[config.mk]
export PLATFORM = sky130hd
export DESIGN_NAME = iob_axistream_out_pack
export DESIGN_NICKNAME = d
export VERILOG_FILES = /design/src/rtl/iob_axistream_out_pack.sv
export SDC_FILE = /design/constraint.sdc
export NUM_CORES = 1
export LEC_CHECK = 0
export ABC_AREA = 1
export CAP_MARGIN = 20
export CORE_UTILIZATION = 50
export CTS_BUF_LIST = sky130_fd_sc_hd__clkbuf_8
export CTS_CLUSTER_SIZE = 8
export DETAILED_ROUTE_END_ITERATION = 12
export GPL_ROUTABILITY_DRIVEN = 0
export GPL_TIMING_DRIVEN = 0
export PLACE_DENSITY = 0.66
export SYNTH_ARGS = -nofsm -noshare
export SYNTH_HDL_FRONTEND = slang
export SYNTH_SLANG_ARGS = --single-unit
[constraint.sdc]
create_clock -name clk -period 5.2 [get_ports clk]
set_input_delay 1.04 -clock clk [delete_from_list [all_inputs] [get_ports clk]]
set_output_delay 1.04 -clock clk [all_outputs]
set_load 0.005 [all_outputs]
[src/rtl/iob_axistream_out_pack.sv]
// CPU-written word FIFO feeding an AXI-Stream serializer that emits each word LSB-first.
// Optional packet counter at address 7 is built only when IOB_AXISTREAM_OUT_PKT_CNT_EN is defined.
module iob_axistream_out_pack #(
    parameter int TDATA_W         = 8,
    parameter int DATA_W          = 32,
    parameter int FIFO_DEPTH_LOG2 = 4,
    parameter int ADDR_W          = 3
) (
    input  logic                clk,
    input  logic                rst_n,
    input  logic                valid,
    input  logic [ADDR_W-1:0]   address,
    input  logic [DATA_W-1:0]   wdata,
    input  logic [DATA_W/8-1:0] wstrb,
    output logic [DATA_W-1:0]   rdata,
    output logic                ready,
    output logic [TDATA_W-1:0]  tdata,
    output logic                tvalid,
    input  logic                tready,
    output logic                tlast
);
    localparam int R     = DATA_W / TDATA_W;
    localparam int CNT_W = $clog2(R + 1);
    localparam int LVL_W = FIFO_DEPTH_LOG2 + 1;
    localparam int DEPTH = 1 << FIFO_DEPTH_LOG2;
    localparam int ENT_W = DATA_W + 1 + CNT_W;
    localparam logic [CNT_W-1:0]  R_CNT     = CNT_W'(R);
    localparam logic [LVL_W-1:0]  DEPTH_LVL = LVL_W'(DEPTH);
    localparam logic [ADDR_W-1:0] A_IN      = ADDR_W'(0);
    localparam logic [ADDR_W-1:0] A_LAST    = ADDR_W'(1);
    localparam logic [ADDR_W-1:0] A_LASTB   = ADDR_W'(2);
    localparam logic [ADDR_W-1:0] A_STATUS  = ADDR_W'(3);
    localparam logic [ADDR_W-1:0] A_LEVEL   = ADDR_W'(4);
    localparam logic [ADDR_W-1:0] A_ENABLE  = ADDR_W'(5);
    localparam logic [ADDR_W-1:0] A_SOFTRST = ADDR_W'(6);
    localparam logic [ADDR_W-1:0] A_PKTCNT  = ADDR_W'(7);

    logic                       ready_reg, enable_reg, overflow_reg;
    logic [DATA_W-1:0]          rdata_reg, rdata_next, pkt_rdata;
    logic [CNT_W-1:0]           lastbeats_reg, lastbeats_next;
    logic [FIFO_DEPTH_LOG2-1:0] wr_ptr_reg, rd_ptr_reg;
    logic [LVL_W-1:0]           level_reg;
    logic [ENT_W-1:0]           mem [DEPTH];
    logic [ENT_W-1:0]           head;
    logic                       wr, rd, push_req, push, soft_rst, full, empty;
    logic [DATA_W-1:0]          shift_reg, shift_next, shift_after;
    logic [CNT_W-1:0]           rem_reg, rem_next, rem_after;
    logic                       flag_reg, flag_next, tvalid_reg, tvalid_next, tlast_reg, tlast_next;
    logic                       beat_done, load;

    assign wr       = valid && (wstrb != '0);
    assign rd       = valid && (wstrb == '0);
    assign push_req = wr && (address == A_IN || address == A_LAST);
    assign soft_rst = wr && (address == A_SOFTRST);
    assign full     = (level_reg == DEPTH_LVL);
    assign empty    = (level_reg == '0);
    // A full FIFO still accepts a push when the serializer pops in the same cycle.
    assign push     = push_req && (!full || load);
    assign head     = mem[rd_ptr_reg];

    assign lastbeats_next = (wdata == '0 || wdata > DATA_W'(R)) ? R_CNT : wdata[CNT_W-1:0];

    assign ready  = ready_reg;
    assign rdata  = rdata_reg;
    assign tdata  = shift_reg[TDATA_W-1:0];
    assign tvalid = tvalid_reg;
    assign tlast  = tlast_reg;

    always_ff @(posedge clk) begin
        if (push)
            mem[wr_ptr_reg] <= {(address == A_LAST) ? lastbeats_reg : R_CNT, address == A_LAST, wdata};
    end

    // rem counts beats of the loaded word not yet accepted; a loaded word waits while disabled.
    always_comb begin
        beat_done   = tvalid_reg && tready;
        rem_after   = beat_done ? rem_reg - CNT_W'(1) : rem_reg;
        shift_after = beat_done ? shift_reg >> TDATA_W : shift_reg;
        load        = (rem_after == '0) && enable_reg && !empty;
        if (load) begin
            shift_next  = head[DATA_W-1:0];
            rem_next    = head[ENT_W-1 -: CNT_W];
            flag_next   = head[DATA_W];
            tvalid_next = 1'b1;
        end else begin
            shift_next  = shift_after;
            rem_next    = rem_after;
            flag_next   = flag_reg;
            tvalid_next = (rem_after != '0) && ((tvalid_reg && !beat_done) || enable_reg);
        end
        tlast_next = flag_next && (rem_next == CNT_W'(1));
    end

    always_comb begin
        rdata_next = '0;
        if (rd) begin
            case (address)
                A_LASTB:  rdata_next = DATA_W'(lastbeats_reg);
                A_STATUS: rdata_next = DATA_W'({overflow_reg, empty, full});
                A_LEVEL:  rdata_next = DATA_W'(level_reg);
                A_ENABLE: rdata_next = DATA_W'(enable_reg);
                A_PKTCNT: rdata_next = pkt_rdata;
                default:  rdata_next = '0;
            endcase
        end
    end

    always_ff @(posedge clk or negedge rst_n) begin
        if (!rst_n) begin
            ready_reg     <= 1'b0;
            rdata_reg     <= '0;
            enable_reg    <= 1'b0;
            lastbeats_reg <= R_CNT;
            overflow_reg  <= 1'b0;
            wr_ptr_reg    <= '0;
            rd_ptr_reg    <= '0;
            level_reg     <= '0;
            shift_reg     <= '0;
            rem_reg       <= '0;
            flag_reg      <= 1'b0;
            tvalid_reg    <= 1'b0;
            tlast_reg     <= 1'b0;
        end else begin
            ready_reg <= valid;
            rdata_reg <= rdata_next;
            if (wr && address == A_LASTB)
                lastbeats_reg <= lastbeats_next;
            if (wr && address == A_ENABLE)
                enable_reg <= wdata[0];
            if (soft_rst) begin
                overflow_reg <= 1'b0;
                wr_ptr_reg   <= '0;
                rd_ptr_reg   <= '0;
                level_reg    <= '0;
                shift_reg    <= '0;
                rem_reg      <= '0;
                flag_reg     <= 1'b0;
                tvalid_reg   <= 1'b0;
                tlast_reg    <= 1'b0;
            end else begin
                if (push_req && !push)
                    overflow_reg <= 1'b1;
                else if (rd && address == A_STATUS)
                    overflow_reg <= 1'b0;
                if (push)
                    wr_ptr_reg <= wr_ptr_reg + 1'b1;
                if (load)
                    rd_ptr_reg <= rd_ptr_reg + 1'b1;
                level_reg  <= level_reg + LVL_W'(push) - LVL_W'(load);
                shift_reg  <= shift_next;
                rem_reg    <= rem_next;
                flag_reg   <= flag_next;
                tvalid_reg <= tvalid_next;
                tlast_reg  <= tlast_next;
            end
        end
    end

`ifdef IOB_AXISTREAM_OUT_PKT_CNT_EN
    logic [15:0] pkt_cnt_reg;
    always_ff @(posedge clk or negedge rst_n) begin
        if (!rst_n)
            pkt_cnt_reg <= '0;
        else if (beat_done && tlast_reg)
            pkt_cnt_reg <= pkt_cnt_reg + 16'd1;
    end
    assign pkt_rdata = DATA_W'(pkt_cnt_reg);
`else
    assign pkt_rdata = '0;
`endif

endmodule

==> run summary <==
CP Capture Type = register
Async SR Flop Fraction = 0.0972
Placed cells = 3,060
Die area = 53,200 um2
# hold bufs at CTS = 0
Peak VDD IR = 0.000269 V
Worst Setup Path Type = in -> reg
Synth Flop Type = edfxtp_1
Initial antenna violation count = 1
Power Density = 480 nW/um2
Max-slew violation count = 0
Final core utilization = 0.587
Clock skew = 0.0366 ns
CTS buffer count = 103
Vias/cell = 5.71
Clock transition at the registers of the reported paths = 0.06 ns
WP data required = 5.81 ns
Yosys reg bits = 638
Seq/Total Area, Yosys = 0.721
Vias = 18.5k
Post-route minimum period = 3.68 ns
Lkg Pwr = 11.4 nW
Final Hold Vio Count = 0
Tcrit/Tclk final = 0.707
Antenna diodes = 0
Critical Path Start Type = primary input
Hold WC Path Type = in -> async
DRT Pass-1 Iters = 5
Pin count of the biggest net entering global routing = 40
Global-route wire length before repair = 110 mm
Synth Warn # = 0
Overall power = 14.5 mW
Avg WL per Cell = 22.9 um
Antenna-violating nets left = 0
Layout cells sized above 1 = 0.109
Leading cell types by count after synthesis = nand2_1 (681), edfxtp_1 (576), nand3_1 (464), a21oi_1 (74)
Port-buffer cells = 58
Root Driver = clkbuf_8
GRT Overall Usage = 0.282
Post-synthesis cell count = 2,243
Layout net count = 2,542
Worst-path maximum fanout = 10
RSZ-0062 raised after global routing = no
Worst relative slew slack = 0.308
Status = finished, final reports clean
Fmax = 272 MHz
FP Rows = 83
Final worst slack = 1.52 ns
Die Width = 231 um
TritonCTS clock tree = done
Worst-margin pin slew = 1.03 ns
Clk sinks = 638
IO Count = 86
Maxcap violations = 0
Netlist cell types = 39
Synth top area share = 0.661
Layout Cells excl Fill = 3,243
CTS Buffer Depth = 3
Fill cells = 4,217
PostCTS Resize Cnt = 0
Remaining Overflow, GRT = 0
Postcts setup bufs = 0
Number of global-route vias before repair = 18.1k
Initial DRC Count = 2,028
H-tree Lvls = 3
Worst skew pair latency = 0.72 ns
Footprint of the multi-input gates = 6480 um2
Syn avg cell area = 11.7 um2
Area leader, netlist = edfxtp_1
Crit path DAT = 4.28 ns
Largest register FFs = 576
Most common cell in the netlist = nand2_1
Sequential Area = 18,800 um2
Endpoints failing setup = 0
Top post-synthesis cells by area = edfxtp_1 (66%), nand2_1 (9.8%), nand3_1 (8.9%), dfrtp_1 (5.8%), a21oi_1 (1.4%)
Place WS = 0.801 ns
Worst hold slack = 0.315 ns
DRC = 0
Starting Density = 0.508
Detailed Route WL = 74.2 mm
Core Area = 51,500 um2
Die H = 231 um
Post-Syn Area = 26,200 um2
Synth-to-Final Area Change = 15.5%
Post-DP HPWL = 50.2 mm
Number of synthesized flops with an enable pin = 576
-- metal layers --
metal / vias to the layer above / share of wire / GRT usage
met4: 0 / 0.037 / 0.110
met1: 8981 / 0.39 / 0.376
li1: 8335 / - / -
met2: 1019 / 0.48 / 0.462
met3: 177 / 0.091 / 0.0516
met5: - / 0 / 0
-- kinds of logic (layout without fill, tap and decap cells) --
group | count (synthesis) | count (layout) | share of synthesized area
adders and majority gates | 13 | 13 | 0.00651
DFF | 638 | 638 | 0.721
AOI/OAI and AO/OA | 134 | 134 | 0.0287
xor gates and xnor gates | 5 | 5 | 0.00167
and+or+nand+nor | 1235 | 1235 | 0.203
other | 1 | 27 | 0.000143
buffers and inverters | 217 | 511 | 0.0391
-- layout by cell type (no fill, tap or decap), drive strengths merged, types with 12 or more instances in the layout --
cell type,Yosys,final
clkbuf,61,166
dfrtp,61,61
buf,96,151
o21ai,28,28
edfxtp,576,576
conb,1,27
a22oi,27,27
nor3,19,19
nand2,688,688
nor2,57,57
inv,59,99
clkinv,1,35
ha,12,12
clkdlybuf4s50,0,57
nand3,465,465
a21oi,74,74
-- critical path: stages --
cell and delay, ns:
clkdlybuf4s50_1 0.49, nand2_2 0.09, inv_2 0.07, buf_6 0.13, nand3_1 0.09, nand2_2 0.12
nand3_4 0.18, nand2_1 0.17, nand2_2 0.16, buf_6 0.22, ha_1 0.29, inv_1 0.06
ha_1 0.17, inv_1 0.07, fa_1 0.38, inv_1 0.09, nand2_1 0.06, a21oi_1 0.14
nor2_1 0.07, xor2_1 0.13, nor2_1 0.05
-- power by group --
group	internal [mW]	leakage, nW	switching, mW
Combinational	1.34	4.33	3.37
Sequential	5.84	6.01	0.130
Clock	1.87	1.04	1.96
-- worst paths after layout --
check / from / to / slack, ns / cells after the start
max: tready / level_reg[4] / 1.52 / 21
min: rst_n / overflow_reg / 0.32 / 1
max reg2reg: rem_reg[0] / level_reg[4] / 1.83 / 19
min reg2reg: shift_reg[9] / shift_reg[9] / 0.48 / 2
max in group asynchronous: rst_n / lastbeats_reg[2] / 4.22 / 2
min in group clk: shift_reg[9] / shift_reg[9] / 0.48 / 2
-- per-stage QoR --
stage | TNS (ns) | cell area (um2)
after global routing | 0 | 30200
after global placement | -1539.23 | 27700
after floorplan | 0 | 26300
final | 0 | 30200
after CTS | 0 | 30200
after detailed placement | 0 | 28400
-- cell type report --
type,count,share of cell area
Buffer,157,0.0262
Inverter,60,0.00762
Timing Repair Buffer,112,0.0409
Clock inverter,77,0.0109
Multi-Input combinational cell,1414,0.214
Sequential cell,638,0.624
Tap cell,680,0.0282
Clock buffer,105,0.0478
Note: power is estimated with default switching activity, not from simulation.
